--- src/rtl/vram_pkg.sv ---
// Shared constants and encodings for the VRAM write-port controller and its tile walker.
package vram_pkg;

  localparam int FB_W   = 320;
  localparam int FB_H   = 240;
  localparam int TILE   = 32;
  localparam int ADDR_W = 18;
  localparam int PIX_W  = 12;

  localparam logic [PIX_W-1:0] KEY_COLOR = 12'hF0F;

  typedef enum logic [1:0] {
    SRC_BG   = 2'd0,
    SRC_CHAR = 2'd1,
    SRC_CI   = 2'd2,
    SRC_WALL = 2'd3
  } src_e;

  typedef enum logic {
    OP_COPY = 1'b0,
    OP_FILL = 1'b1
  } op_e;

  typedef enum logic {
    ST_IDLE = 1'b0,
    ST_BLIT = 1'b1
  } state_e;

endpackage

--- src/rtl/vram_blit_walker.sv ---
// Tile walker: px/py/row_base counters, framebuffer clip test and last-pixel flag.
module vram_blit_walker
  import vram_pkg::*;
(
  input  logic              clk,
  input  logic              rst,
  input  logic              load,
  input  logic              step,
  input  logic [8:0]        x_in,
  input  logic [7:0]        y_in,
  output logic [4:0]        px,
  output logic [4:0]        py,
  output logic [ADDR_W-1:0] pix_addr,
  output logic              in_bounds,
  output logic              last
);

  logic [8:0]        x0;
  logic [7:0]        y0;
  logic [ADDR_W-1:0] row_base;
  logic [9:0]        col;
  logic [8:0]        row;

  always_ff @(posedge clk) begin
    if (rst) begin
      x0       <= '0;
      y0       <= '0;
      px       <= '0;
      py       <= '0;
      row_base <= '0;
    end else if (load) begin
      x0       <= x_in;
      y0       <= y_in;
      px       <= '0;
      py       <= '0;
      row_base <= ADDR_W'(y_in) * ADDR_W'(FB_W) + ADDR_W'(x_in);
    end else if (step) begin
      px <= px + 5'd1;
      if (px == 5'(TILE - 1)) begin
        py       <= py + 5'd1;
        row_base <= row_base + ADDR_W'(FB_W);
      end
    end
  end

  // Widened sums so an off-screen origin never wraps back into range.
  assign col       = {1'b0, x0} + 10'(px);
  assign row       = {1'b0, y0} + 9'(py);
  assign in_bounds = (col < 10'(FB_W)) && (row < 9'(FB_H));
  assign last      = (px == 5'(TILE - 1)) && (py == 5'(TILE - 1));
  assign pix_addr  = row_base + ADDR_W'(px);

endmodule

--- src/rtl/vram_blit_ctrl.sv ---
// VRAM port-A owner: CPU pixel writes take priority over a 32x32 copy/fill blitter.
// Build option: define TRANSPARENT_KEY_EN to skip KEY_COLOR pixels during ROM copies.
module vram_blit_ctrl
  import vram_pkg::*;
(
  input  logic              clk,
  input  logic              rst,
  input  logic              cpu_we,
  input  logic [ADDR_W-1:0] cpu_addr,
  input  logic [PIX_W-1:0]  cpu_data,
  input  logic              cmd_valid,
  output logic              cmd_ready,
  input  logic              cmd_op,
  input  logic [1:0]        cmd_src,
  input  logic [8:0]        cmd_x,
  input  logic [7:0]        cmd_y,
  input  logic [PIX_W-1:0]  cmd_color,
  output logic [1:0]        rom_sel,
  output logic [9:0]        rom_addr,
  input  logic [PIX_W-1:0]  rom_data,
  output logic              vram_we,
  output logic [ADDR_W-1:0] vram_addr,
  output logic [PIX_W-1:0]  vram_data,
  output logic              busy,
  output logic              done
);

  state_e            state;
  op_e               op_q;
  src_e              src_q;
  logic [PIX_W-1:0]  color_q;
  logic              load;
  logic              step;
  logic [4:0]        px;
  logic [4:0]        py;
  logic [ADDR_W-1:0] pix_addr;
  logic              in_bounds;
  logic              last;
  logic              key_hit;
  logic [PIX_W-1:0]  pix_data;

  assign load      = (state == ST_IDLE) && cmd_valid;
  assign step      = (state == ST_BLIT) && !cpu_we;
  assign cmd_ready = (state == ST_IDLE);
  assign busy      = (state == ST_BLIT);
  assign rom_sel   = src_q;
  assign rom_addr  = {py, px};
  assign pix_data  = (op_q == OP_FILL) ? color_q : rom_data;

`ifdef TRANSPARENT_KEY_EN
  assign key_hit = (op_q == OP_COPY) && (rom_data == KEY_COLOR);
`else
  assign key_hit = 1'b0;
`endif

  vram_blit_walker u_walker (
    .clk       (clk),
    .rst       (rst),
    .load      (load),
    .step      (step),
    .x_in      (cmd_x),
    .y_in      (cmd_y),
    .px        (px),
    .py        (py),
    .pix_addr  (pix_addr),
    .in_bounds (in_bounds),
    .last      (last)
  );

  always_ff @(posedge clk) begin
    if (rst) begin
      state     <= ST_IDLE;
      op_q      <= OP_COPY;
      src_q     <= SRC_BG;
      color_q   <= '0;
      vram_we   <= 1'b0;
      vram_addr <= '0;
      vram_data <= '0;
      done      <= 1'b0;
    end else begin
      vram_we <= 1'b0;
      done    <= 1'b0;
      // Clipped or keyed pixels still consume their step, only the write is dropped.
      if (cpu_we) begin
        vram_we   <= 1'b1;
        vram_addr <= cpu_addr;
        vram_data <= cpu_data;
      end else if (step && in_bounds && !key_hit) begin
        vram_we   <= 1'b1;
        vram_addr <= pix_addr;
        vram_data <= pix_data;
      end
      case (state)
        ST_IDLE: begin
          if (cmd_valid) begin
            op_q    <= op_e'(cmd_op);
            src_q   <= src_e'(cmd_src);
            color_q <= cmd_color;
            state   <= ST_BLIT;
          end
        end
        ST_BLIT: begin
          if (step && last) begin
            done  <= 1'b1;
            state <= ST_IDLE;
          end
        end
        default: state <= ST_IDLE;
      endcase
    end
  end

endmodule

--- config.mk ---
export PLATFORM = sky130hd
export DESIGN_NAME = vram_blit_ctrl
export DESIGN_NICKNAME = d
export VERILOG_FILES = /design/src/rtl/vram_pkg.sv /design/src/rtl/vram_blit_walker.sv /design/src/rtl/vram_blit_ctrl.sv
export SDC_FILE = /design/constraint.sdc
export NUM_CORES = 1
export LEC_CHECK = 0
export ABC_AREA = 1
export CAP_MARGIN = 20
export CORE_MARGIN = 1
export CORE_UTILIZATION = 52
export DETAILED_ROUTE_END_ITERATION = 8
export PLACE_DENSITY = 0.93
export SLEW_MARGIN = 20
export SYNTH_ARGS = -nofsm -noshare
export SYNTH_HDL_FRONTEND = slang
export SYNTH_SLANG_ARGS = --single-unit
--- constraint.sdc ---
create_clock -name clk -period 3.2 [get_ports clk]
set_input_delay 0.96 -clock clk [delete_from_list [all_inputs] [get_ports clk]]
set_output_delay 0.96 -clock clk [all_outputs]
set_load 0.01 [all_outputs]
# After elaboration in Yosys (flattened, before gate mapping)
# Index checks and enable logic that the tools add are counted.
word_totals:
  register_bits: 93
  in_bits: 78
  wordCells: 55
op_classes:
  n_addsub: 7
  mul: 1
  magnitude_cmp: 2
  eq_ne: 2
  n_mux: 14
  n_bitwise: 1
  reduce_logical: 15
ops:
  columns: ["cell", "count"]
  rows:
  - ["two-way mux 18 bit", 5]
  - ["two-way mux 12 bit", 3]
  - ["adder 17 x 9 -> 18 bit", 1]
  - ["adder 18 x 5 -> 18 bit", 1]
  - ["adder 18 x 9 -> 18 bit (second input constant)", 1]
  - ["multiplier 8 x 3 -> 11 bit (second input constant)", 1]
  - ["adder 5 x 1 -> 5 bit (second input constant)", 2]
  - ["adder 9 x 5 -> 10 bit", 1]
  - ["== test 5 bit (second input constant)", 2]
  - ["< comparator 10 x 9 -> 1 bit (second input constant)", 1]
  - ["adder 8 x 5 -> 9 bit", 1]
  - ["< comparator 9 x 8 -> 1 bit (second input constant)", 1]
  - ["logical AND 1 bit", 6]
  - ["AND reduction 2 bit", 3]
  - ["nonzero test 2 bit", 3]
  - ["two-way mux 1 bit", 5]
  - ["OR reduction 2 bit", 2]
  - ["one-hot mux 1 bit (2 select lines)", 1]
  - ["logical NOT 1 bit", 1]
  - ["inverter 1 bit", 1]

# Longest topological paths before layout
# Gate-level depths: netlist (run 1).
logic_depth:
  ltp_word: 6
  ltp_mapped: 15

# By module
# A second synthesis (run 1) with hierarchy kept.
hier_totals:
  hier_cells: 810
  area_unflattened_um2: 5572.8
modules_own_cells:
  columns: ["module", "instances", "cells_each", "area_per_inst_um2", "seq_area_each_um2"]
  rows:
  - ["vram_blit_walker", 1, 454, 3175.5, 900.9]
  - ["vram_blit_ctrl", 1, 356, 2397.3, 960.9]

# Worst setup path after synthesis (run 1)
# OpenSTA, ideal clock, no wires.
synth_timing:
  path_kind: "in2reg"
  from: "input cmd_y[1]"
  to: "register u_walker.row_base[15]"
  setup_ps: 109
  arrival_ps: 2698
  required_time_ps: 3091
  setup_slack_ps: 393
  path_stages: 13
  n_path_buf: 0
  cell_sequence: "ha_1 ha_1 fa_1 nand2_1 inv_1 nor2_1 nand3_1 nor2_1 nand2_1 o21ai_0 nand3b_1 nand2_1 inv_1"
synth_between:
  elab_chain_len: 3
synth_rtl:
  columns: ["item", "line", "rtl"]
  rows:
  - ["start: declaration", "vram_blit_ctrl.sv:16", "input logic [7:0] cmd_y,"]
  - ["multiplier 8 x 3 -> 11 bit", "vram_blit_walker.sv:36", "row_base <= ADDR_W'(y_in) * ADDR_W'(FB_W) + ADDR_W'(x_in);"]
  - ["adder 17 x 9 -> 18 bit", "vram_blit_walker.sv:36", null]
  - ["two-way mux 18 bit", "vram_blit_walker.sv:31", "end else if (load) begin"]
  - ["end signal: assignment", "vram_blit_walker.sv:36", null]
  - ["end signal: assignment", "vram_blit_walker.sv:41", "row_base <= row_base + ADDR_W'(FB_W);"]
  - ["end: declaration", "vram_blit_walker.sv:20", "logic [ADDR_W-1:0] row_base;"]
# Every way passes these cells.
# A chain may end at the register's enable or synchronous reset.

# Final worst setup path (run 1)
# Same ends and word-level chain as after synthesis.

==> flow_summary_export.csv, run 1 <==
group,metric,value,unit
min_path,hold_path.class,"flip-flop to flip-flop",
placement,port_buffers,123,
clocking,clock-sinks,93,
clocking,postCtsHoldBufs,0,
global_routing,grt-ovfl-total,0,
yosys,synth_area_leader_cell,"dfxtp_1",
global_routing,grt_antenna_before_repair,0,
die,die_w,107,µm
yosys,ys_ff_latch,93,
layout,final_cells,1094,
die,die_area,11400,µm²
placement,placed_cells,1078,
layout,fin_area,7230,µm²
worst_setup_path,worstPathMaxFanout,3,
route,drtAntennaViolNets,0,
timing,drv_slew,0,
die,ios,124,
clocking,h-tree-depth,3,
route,drtPass1Iterations,5,
clocking,cts_tree,"done",
timing,clock.fmax,0.332,GHz
yosys,yosysWarnings,0,
worst_setup_path,cpPeakStageDelay,0.53,ns
worst_setup_path,critPathSlowestCell,"fa_2",
yosys,syn-cell-area,5700,µm²
yosys,synthFlopType,"dfxtp_1",
worst_setup_path,path_class,"input pin to flip-flop",
route,vias,5771,
timing,finalSetupTns,0,ns
worst_setup_path,critPathTopFamily,"adder cells",
yosys,synthCells,836,
timing,hold-worst-slack,0.464,ns
power_and_ir_drop,leakagePower,0.00328,µW
timing,post-route-period-util,0.940,
yosys,netlist.area_leader.share,0.327,
layout,antenna-diode-count,0,
timing,worst_clock_skew,0.0139,ns
timing,post-route-min-period,3.01,ns
layout,fill_cells,869,
global_routing,grt_util_all_layers,0.273,
timing,hold_viol,0,
yosys,ys_seq_area_frac,0.327,
yosys,yosysMostFrequentCell,"nand2_1",
clocking,clock_latency,0.38,ns
die,die_h,107,µm
yosys,ys_types,42,
route,drc,0,
layout,final_util,0.691,
run,maxCapViolations,0,
timing,max_slew_margin,0.497,
worst_setup_path,cp.required,3.47,ns
layout,syn_to_final_growth,27.0,%
yosys,synth_fp_nets,950,
yosys,synthTopCellsByArea,"dfxtp_1, nand2_1, ha_1, nor2_1, o21ai_0",
worst_setup_path,crit_path_start_kind,"input pin",
worst_setup_path,crit_top_cell,"nand2_1",
yosys,postSynthAreaPerCell,6.81,µm²
clocking,clock-root-buffer,"clkbuf_8",
timing,rsz0062_at_grt,"false",
timing,finalSetupViolCount,0,
clocking,clk_pin_slew,0.09,ns
route,wl_per_cell,13.9,µm
global_routing,grt_pass1_vias,5339,
min_path,min-delay-start,"u_walker.x0[0]",
placement,hpwl,11300,µm
yosys,synth_async_sr_flop_share,0,
global_routing,grt_first_pass_wirelength,24900,µm
status,status,"complete, no violations",
placement,postPlaceCellArea,7050,µm²
worst_setup_path,crit_buf_inv,3,
placement,routabilityCongestion,0.941,
worst_setup_path,crit_path_end_kind,"flip-flop",
worst_setup_path,cp.arrival,3.28,ns
worst_setup_path,crit_chain,"clkdlybuf4s50_1 > ha_1 > ha_1 > fa_2 > nand2_1 > inv_1 > nand3_1 > nor2_2 > nand2_1 > o21ai_0 > nand3b_1 > nand2_1 > inv_1",
clocking,cts_setup_buffers,0,
timing,worst_pin_slew,0.753,ns
clocking,cts_buffers,9,
yosys,synth_edf_count,0,
route,vias_per_cell,5.28,
die,initial_core_util,0.544,
global_routing,grt_max_degree,45,
power_and_ir_drop,power_density,383,nW/µm²
layout,fin_nets,1067,
power_and_ir_drop,ir_worst_vdd,211,µV
die,row_count,37,
route,drt_wl_total,15200,µm
yosys,synth_commonest_cells,"nand2_1, nor2_1, inv_1",
layout,drive_gt1_frac,0.103,
die,core_area,10500,µm²
route,drt_iter0_drc,483,
worst_setup_path,r2r_start,"u_walker.px[0]",
clocking,ctsResizeCount,0,
clocking,clock_path_buffers,2,
worst_setup_path,worstSetupStartpoint,"cmd_y[1]",
-- final cells by class --
cell class	count	area, µm²	share of cell area
Clock buffer	10	128	0.0177
Tap cell	136	170	0.0235
Sequential cell	93	1860	0.257
Inverter	99	379	0.0524
Clock inverter	6	43.8	0.00606
Timing Repair Buffer	141	1370	0.189
Multi-Input combinational cell	609	3280	0.454
-- kinds of logic (layout without fill, tap and decap cells) --
group,count (synthesis),after routing,synth area share
and+or+nand+nor,420,420,0.332
buffers and inverters,134,256,0.0978
AOI/OAI and AO/OA,130,130,0.124
DFF,93,93,0.327
adders and majority gates,36,36,0.0830
xor gates and xnor gates,17,17,0.0261
muxes,6,6,0.0105
-- routing by layer --
metal	routed length, µm	global-route usage	vias to the layer above
li1	-	-	2913
met1	6820	0.364	2569
met2	6810	0.442	252
met3	1140	0.0444	37
met4	402	0.109	0
met5	0	0	-
-- worst reg2reg max path, cell delays in order (launching register included) --
cell and delay, ns:
dfxtp_1 0.44, ha_1 0.22, inv_1 0.08, fa_1 0.41
inv_1 0.12, nand2_1 0.09, nand3_2 0.13, nand2_1 0.09
nor2_1 0.12, nand2_1 0.07, nand3_1 0.10, nand2_1 0.07
nor2_2 0.11, nor2_2 0.04
-- worst paths after layout --
| path | to | slack, ns | depth (start not counted) |
|---|---|---|---|
| max | u_walker.row_base[15] | 0.19 | 13 |
| min | u_walker.x0[0] | 0.46 | 2 |
| max reg2reg | vram_addr[12] | 1.02 | 13 |
| min reg2reg | u_walker.x0[0] | 0.46 | 2 |
-- flip-flops by register name, summed over array words and instances (netlist names) --
name               flops
u_walker.row_base     18
vram_addr             18
color_q               12
vram_data             12
u_walker.x0            9
u_walker.y0            8
u_walker.px            5
u_walker.py            5
rom_sel                2
busy                   1
done                   1
op_q                   1
vram_we                1
-- cells in the final DEF (no fill, tap or decap), types with 30 or more instances in the layout --
cell type,instances
a21oi_1,30
clkdlybuf4s50_1,123
dfxtp_1,93
ha_1,33
inv_1,94
nand2_1,179
nand3_1,63
nor2_1,105
nor2_2,43
o21ai_0,79
-- where the power goes --
part	total [µW]	leakage (µW)	internal [µW]	switching, µW
registers	1320	0.000768	1250	70.2
clock network	733	0.0000875	289	444
logic	718	0.00242	338	380
-- stage by stage --
stage	total power [µW]	worst slack (ns)
2_1_floorplan	1760	0.393
3_3_place_gp	2030	-0.150
3_5_place_dp	2050	-0.236
4_1_cts	2760	0.148
5_1_grt	2910	0.0375
6_report	2770	0.191
No activity file was read; power rests on OpenSTA's default activity.
==> inputs of run 2 (changes only) <==
- CTS_CLUSTER_SIZE: default -> 16
==> results of run 2 <==
Final layout, timing and power as in run 1 (identical DEF).
